<file path="config.mk">
export PLATFORM = sky130hd
export DESIGN_NAME = ahb_slave_if
export DESIGN_NICKNAME = d
export VERILOG_FILES = /design/src/rtl/ahb_slave_if.sv
export SDC_FILE = /design/constraint.sdc
export NUM_CORES = 1
export LEC_CHECK = 0
export CELL_PAD_IN_SITES_DETAIL_PLACEMENT = 2
export CELL_PAD_IN_SITES_GLOBAL_PLACEMENT = 2
export CORE_ASPECT_RATIO = 1.2
export CORE_MARGIN = 1
export CORE_UTILIZATION = 27
export CTS_BUF_LIST = sky130_fd_sc_hd__clkbuf_4 sky130_fd_sc_hd__clkbuf_8 sky130_fd_sc_hd__clkbuf_16
export CTS_CLUSTER_DIAMETER = 150
export DETAILED_ROUTE_END_ITERATION = 8
export PLACE_DENSITY_LB_ADDON = 0.1
export RECOVER_POWER = 50
export SYNTH_ARGS = -nofsm -noshare
export SYNTH_HDL_FRONTEND = slang
export SYNTH_SLANG_ARGS = --single-unit
</file>
<file path="constraint.sdc">
create_clock -name hclk -period 3.3 [get_ports hclk]
set_clock_uncertainty 0.2 [all_clocks]
set_input_delay 0.99 -clock hclk [delete_from_list [all_inputs] [get_ports hclk]]
set_output_delay 0.99 -clock hclk [all_outputs]
set_load 0.05 [all_outputs]
</file>
<file path="src/rtl/ahb_slave_if.sv">
// AHB-Lite slave front end of the AHB-to-APB bridge: address/data pipeline,
// peripheral decode, burst policing and the two-cycle ERROR response.
module ahb_slave_if #(
    parameter logic [31:0] SLV0_BASE = 32'h8000_0000,
    parameter logic [31:0] SLV1_BASE = 32'h8400_0000,
    parameter logic [31:0] SLV2_BASE = 32'h8800_0000,
    parameter logic [31:0] SLV_SIZE  = 32'h0400_0000
) (
    input  logic        hclk,
    input  logic        hresetn,
    input  logic        hwrite,
    input  logic        hreadyin,
    input  logic [1:0]  htrans,
    input  logic [2:0]  hsize,
    input  logic [2:0]  hburst,
    input  logic [31:0] haddr,
    input  logic [31:0] hwdata,
    input  logic [31:0] prdata,
    input  logic        apb_ready,
    output logic        valid,
    output logic [31:0] haddr1,
    output logic [31:0] haddr2,
    output logic [31:0] hwdata1,
    output logic [31:0] hwdata2,
    output logic        hwritereg,
    output logic [2:0]  tempsel,
    output logic [31:0] hrdata,
    output logic        hreadyout,
    output logic [1:0]  hresp
);

    localparam logic [1:0] ST_OK   = 2'd0;
    localparam logic [1:0] ST_ERR1 = 2'd1;
    localparam logic [1:0] ST_ERR2 = 2'd2;

    logic [1:0]  state, state_nxt;
    logic [4:0]  beats_left;
    logic [31:0] exp_addr;
    logic [2:0]  cur_burst, cur_size;
    logic        burst_open;

    logic        active, viol, seq_bad, fixed_len, accept, enter_err;
    logic [2:0]  nb;
    logic [4:0]  beats;
    logic        wrap;
    logic [31:0] inc, wmask, next_addr;

    // Window check done in 33 bits so a window ending at 4 GB cannot overflow.
    function automatic logic in_win(input logic [31:0] a, input logic [31:0] base);
        return ({1'b0, a} >= {1'b0, base}) &&
               ({1'b0, a} <  ({1'b0, base} + {1'b0, SLV_SIZE}));
    endfunction

    always_comb begin
        tempsel = 3'b000;
        if (in_win(haddr, SLV0_BASE))      tempsel = 3'b001;
        else if (in_win(haddr, SLV1_BASE)) tempsel = 3'b010;
        else if (in_win(haddr, SLV2_BASE)) tempsel = 3'b100;
    end

    assign active    = hreadyin & htrans[1];
    assign fixed_len = (cur_burst[2:1] != 2'b00);
    assign seq_bad   = !burst_open || (cur_burst == 3'b000) ||
                       (fixed_len && (beats_left == 5'd0)) ||
                       (haddr != exp_addr) || (hsize != cur_size);
    assign viol      = (tempsel == 3'b000) || (hsize > 3'd2) || (htrans[0] && seq_bad);
    assign valid     = active && !viol && (state == ST_OK);
    assign accept    = valid;
    assign enter_err = active && viol && (state != ST_ERR1);

    // A SEQ continues the latched burst type; a NONSEQ starts a new one.
    always_comb begin
        nb = htrans[0] ? cur_burst : hburst;
        case (nb[2:1])
            2'b01:   beats = 5'd4;
            2'b10:   beats = 5'd8;
            2'b11:   beats = 5'd16;
            default: beats = 5'd1;
        endcase
        wrap      = !nb[0] && (nb[2:1] != 2'b00);
        inc       = 32'd1 << hsize[1:0];
        wmask     = ({27'd0, beats} << hsize[1:0]) - 32'd1;
        next_addr = wrap ? ((haddr & ~wmask) | ((haddr + inc) & wmask)) : (haddr + inc);
    end

    always_ff @(posedge hclk or negedge hresetn) begin
        if (!hresetn) begin
            beats_left <= 5'd0;
            exp_addr   <= 32'd0;
            cur_burst  <= 3'd0;
            cur_size   <= 3'd0;
            burst_open <= 1'b0;
        end else if (enter_err) begin
            beats_left <= 5'd0;
            exp_addr   <= 32'd0;
            cur_burst  <= 3'd0;
            cur_size   <= 3'd0;
            burst_open <= 1'b0;
        end else if (accept) begin
            exp_addr <= next_addr;
            if (!htrans[0]) begin
                beats_left <= beats - 5'd1;
                cur_burst  <= hburst;
                cur_size   <= hsize;
                burst_open <= 1'b1;
            end else if (beats_left != 5'd0) begin
                beats_left <= beats_left - 5'd1;
            end
        end
    end

    always_ff @(posedge hclk or negedge hresetn) begin
        if (!hresetn) begin
            haddr1    <= 32'd0;
            haddr2    <= 32'd0;
            hwdata1   <= 32'd0;
            hwdata2   <= 32'd0;
            hwritereg <= 1'b0;
        end else if (hreadyin) begin
            haddr1    <= haddr;
            haddr2    <= haddr1;
            hwdata1   <= hwdata;
            hwdata2   <= hwdata1;
            hwritereg <= hwrite;
        end
    end

    // A fresh violation sampled during ERR2 restarts the two-cycle response.
    always_comb begin
        state_nxt = ST_OK;
        case (state)
            ST_OK:   state_nxt = enter_err ? ST_ERR1 : ST_OK;
            ST_ERR1: state_nxt = ST_ERR2;
            ST_ERR2: state_nxt = (active && viol) ? ST_ERR1 : ST_OK;
            default: state_nxt = ST_OK;
        endcase
    end

    always_ff @(posedge hclk or negedge hresetn) begin
        if (!hresetn) state <= ST_OK;
        else          state <= state_nxt;
    end

    assign hreadyout = (state == ST_OK) ? apb_ready : (state == ST_ERR2);
    assign hresp     = (state == ST_OK) ? 2'b00 : 2'b01;
    assign hrdata    = prdata;

endmodule

</file>
==> results <==
[final timing paths]
| check | startpoint | cells after the start | to | slack [ps] |
|---|---|---|---|---|
| setup / recovery | haddr[18] | 8 | valid | -330 |
| hold / removal | hwdata2[31] | 1 | hwdata2[31] | 310 |
| setup reg to reg | cur_burst[1] | 8 | exp_addr[27] | 790 |
| hold reg to reg | hwdata2[31] | 1 | hwdata2[31] | 310 |
| max in group asynchronous | hresetn | 2 | hwdata2[7] | 440 |
| min in group asynchronous | hresetn | 1 | exp_addr[19] | 570 |
[flip-flops by register name, summed over array words and instances (netlist names)]
name	flops
haddr1	32
haddr2	32
hwdata1	32
cur_burst	3
burst_open	1
hwritereg	1
hwdata2	32
beats_left	5
cur_size	3
exp_addr	32
state	2
[metal layers]
layer / up-vias / part of all wire, %
met5: - / 0
met1: 3582 / 39
li1: 3074 / -
met3: 29 / 7.7
met2: 189 / 52
met4: 0 / 1.6
[layout make-up]
cell class                      instances  area, um2  area share [%]
Antenna cell                            1       2.50          0.0196
Timing Repair Buffer                  328       3010            23.5
Sequential cell                       175       4380            34.3
Clock buffer                           21        480            3.76
Clock inverter                         10       87.6           0.686
Inverter                               10       37.5           0.294
Multi-Input combinational cell        462       4280            33.5
Tap cell                              401        502            3.93
[worst reg2reg max path, delay by kind of cell (launching register included)]
family / cells / cell delay (ps)
AOI/OAI and AO/OA: 3 / 680
buffers and inverters: 2 / 360
DFF: 1 / 440
and+or+nand+nor: 3 / 700
[kinds of logic (layout without fill, tap and decap cells)]
kind of cell | count (synthesis) | in the layout
muxes | 149 | 149
xor gates and xnor gates | 61 | 61
and+or+nand+nor | 156 | 156
buffers and inverters | 76 | 369
AOI/OAI and AO/OA | 86 | 86
adders and majority gates | 9 | 9
other | 1 | 2
DFF | 175 | 175
[placed cells by master, fill, tap and decap left out, types with 3 or more instances in the layout]
master / instances
xor2_1: 16
a31o_1: 11
buf_8: 3
inv_1: 10
buf_4: 106
o211ai_1: 13
mux2i_1: 15
xor2_2: 13
xnor2_2: 15
clkdlybuf4s50_1: 169
a21oi_1: 7
nand4_1: 10
dfrtp_1: 175
mux2_2: 132
nand3_1: 13
buf_2: 19
nor2b_1: 5
a21o_1: 3
nor3_1: 10
xnor2_1: 13
o21ai_0: 14
clkbuf_2: 9
clkbuf_16: 17
xor2_4: 3
ha_1: 6
clkbuf_8: 4
clkdlybuf4s15_2: 3
a211oi_1: 4
nor2_1: 29
buf_12: 12
nor4_1: 4
nand2b_1: 3
nor4_2: 7
nand2_1: 32
buf_6: 3
o22ai_1: 8
and3_1: 12
clkinv_2: 5
and2_1: 5
[power by group through the flow]
stage	sequential [mW]	clock (mW)	combinational, mW
2_1_floorplan	3.21	0	0.520
3_3_place_gp	2.51	0	1.95
3_5_place_dp	2.54	0	1.98
4_1_cts	2.50	2.07	2.00
5_1_grt	2.53	2.13	2.07
6_report	2.50	1.98	1.98
[timing repair]
item                       CTS  global route
resized for setup          162            32
buffers inserted             4             1
setup endpoints to repair   17             8
pin swaps                   43            22
==> reports/results.txt <==
clock-pin slew on the worst setup and hold paths -> 60 ps
I/O Pins -> 277
Final Hold Viols -> 0
synth unique cells -> 70
post-synth top area share -> 50.2%
initial antenna violation count -> 2
Total GRT Usage -> 19.1%
share of layout cells above drive strength 1 -> 39.2%
Post-Syn Nets -> 830
GP Congestion -> 0.817
hold_ws -> 307 ps
Synth Area in Simple Gates -> 10.4%
Slew @ Worst Pin -> 1830 ps
Crit-path slowest cell -> nor4_2
Clk network pwr share -> 30.7%
post-synth top area cell -> dfrtp_1
sequential element share of the synthesized area -> 50.2%
CTS tree -> built
Mapped Cells -> 713
Mapped Avg Cell Area -> 12.2 um2
delay-heaviest family, CP -> simple AND/OR/NAND/NOR gates
CP Launch Type -> primary input
CP Class -> primary input to output port
fmax -> 0.275 GHz
Die Span Y -> 199 um
Yosys reg bits -> 175
Synth Area in Compound Gates -> 7.61%
final setup TNS -> -534 ps
met2 GRT Util -> 33.9%
largest family of logic cells by synthesized area -> multiplexers
Max VDD drop -> 0.293 mV
Tmin final -> 3630 ps
met3 Usage GRT -> 7.14%
Vias -> 6874
largest net degree at the start of global routing -> 130
PD cells -> 506 nW/um2
First-pass DRT Iterations -> 9
worst slack, placed -> -858 ps
total internal power -> 4.22 mW
Nets -> 1111
Initial Utilization -> 27.7%
fin area -> 12800 um2
Post-synth top flop -> dfrtp_1
synthesized area -> 8730 um2
CTS HTree Levels -> 4
post-synthesis mux area share -> 19.1%
Die ar. -> 33000 um2
fin crit share -> 110%
Final Total Pwr -> 6.46 mW
status -> complete, but fails checks
RSZ-0062 raised after global routing -> true
Slew HR -> -21.8%
min-delay worst type -> register to register
Yosys warnings -> 0
Post-synth top cells -> dfrtp_1, mux2_2, buf_4
setup violators final -> 4
Final Core Density -> 40.5%
Num Clock Sinks -> 175
clk_lat worst skew -> 440 ps
Final Max Tran Viols -> 130
largest cells by area after synthesis -> dfrtp_1, mux2_2, xor2_1
Initial DRC Count -> 224
Final Instance Count excl. Fillers -> 1408
crit-path max FO -> 2
placed cells -> 1373
port bufs -> 211
number of buffers and inverters on the critical path -> 2
Area Overhead vs Synth -> 46.4%
drt drc -> 16
Synth Area in XOR/XNOR -> 6.12%
Die Wd -> 166 um
Cell Rows -> 71
Num CTS Buffers -> 17
CTS Buffer Depth -> 2
Core ar. -> 31500 um2
Final ANT Viol Nets -> 0
final worst setup slack -> -335 ps
busiest grt layer -> met2
Logic pwr share -> 30.6%
gr ovfl total -> 0
CP endpoint kind -> output port
final wirelength -> 30.7 mm
top-count cell post-synth -> dfrtp_1
hold_buf cts -> 0
number of synthesized flops with an enable pin -> 0
GRT met1 Usage -> 21.4%
Synth async-reset ratio -> 100%
CP peak stage delay -> 300 ps
max-cap violations -> 1
average routed wire per standard cell -> 21.8 um
via/cell ratio -> 4.88
fill count -> 3231
critical path required time -> 2110 ps
placed cell area -> 12000 um2
Clk Tree Root Cell -> clkbuf_16
part of the power in registers -> 38.7%
critical path, cell by cell -> buf_2 -> xor2_2 -> nor4_2 -> and3_1 -> and3_4 -> a21o_1 -> and2_4 -> buf_12
post-DP HPWL -> 23.3 mm
Sw Ratio -> 34.6%
failing checks -> DRC, capacitance limit, slew limit, setup timing
Sw Pwr -> 2.24 mW
first-pass GRT wire length -> 47.6 mm
adder-cell area share of the yosys netlist -> 1.35%
CP arrival -> 2440 ps
number of global-route vias before repair -> 7893
leakage -> 5.46 nW
Note: power is estimated with default switching activity, not from simulation.
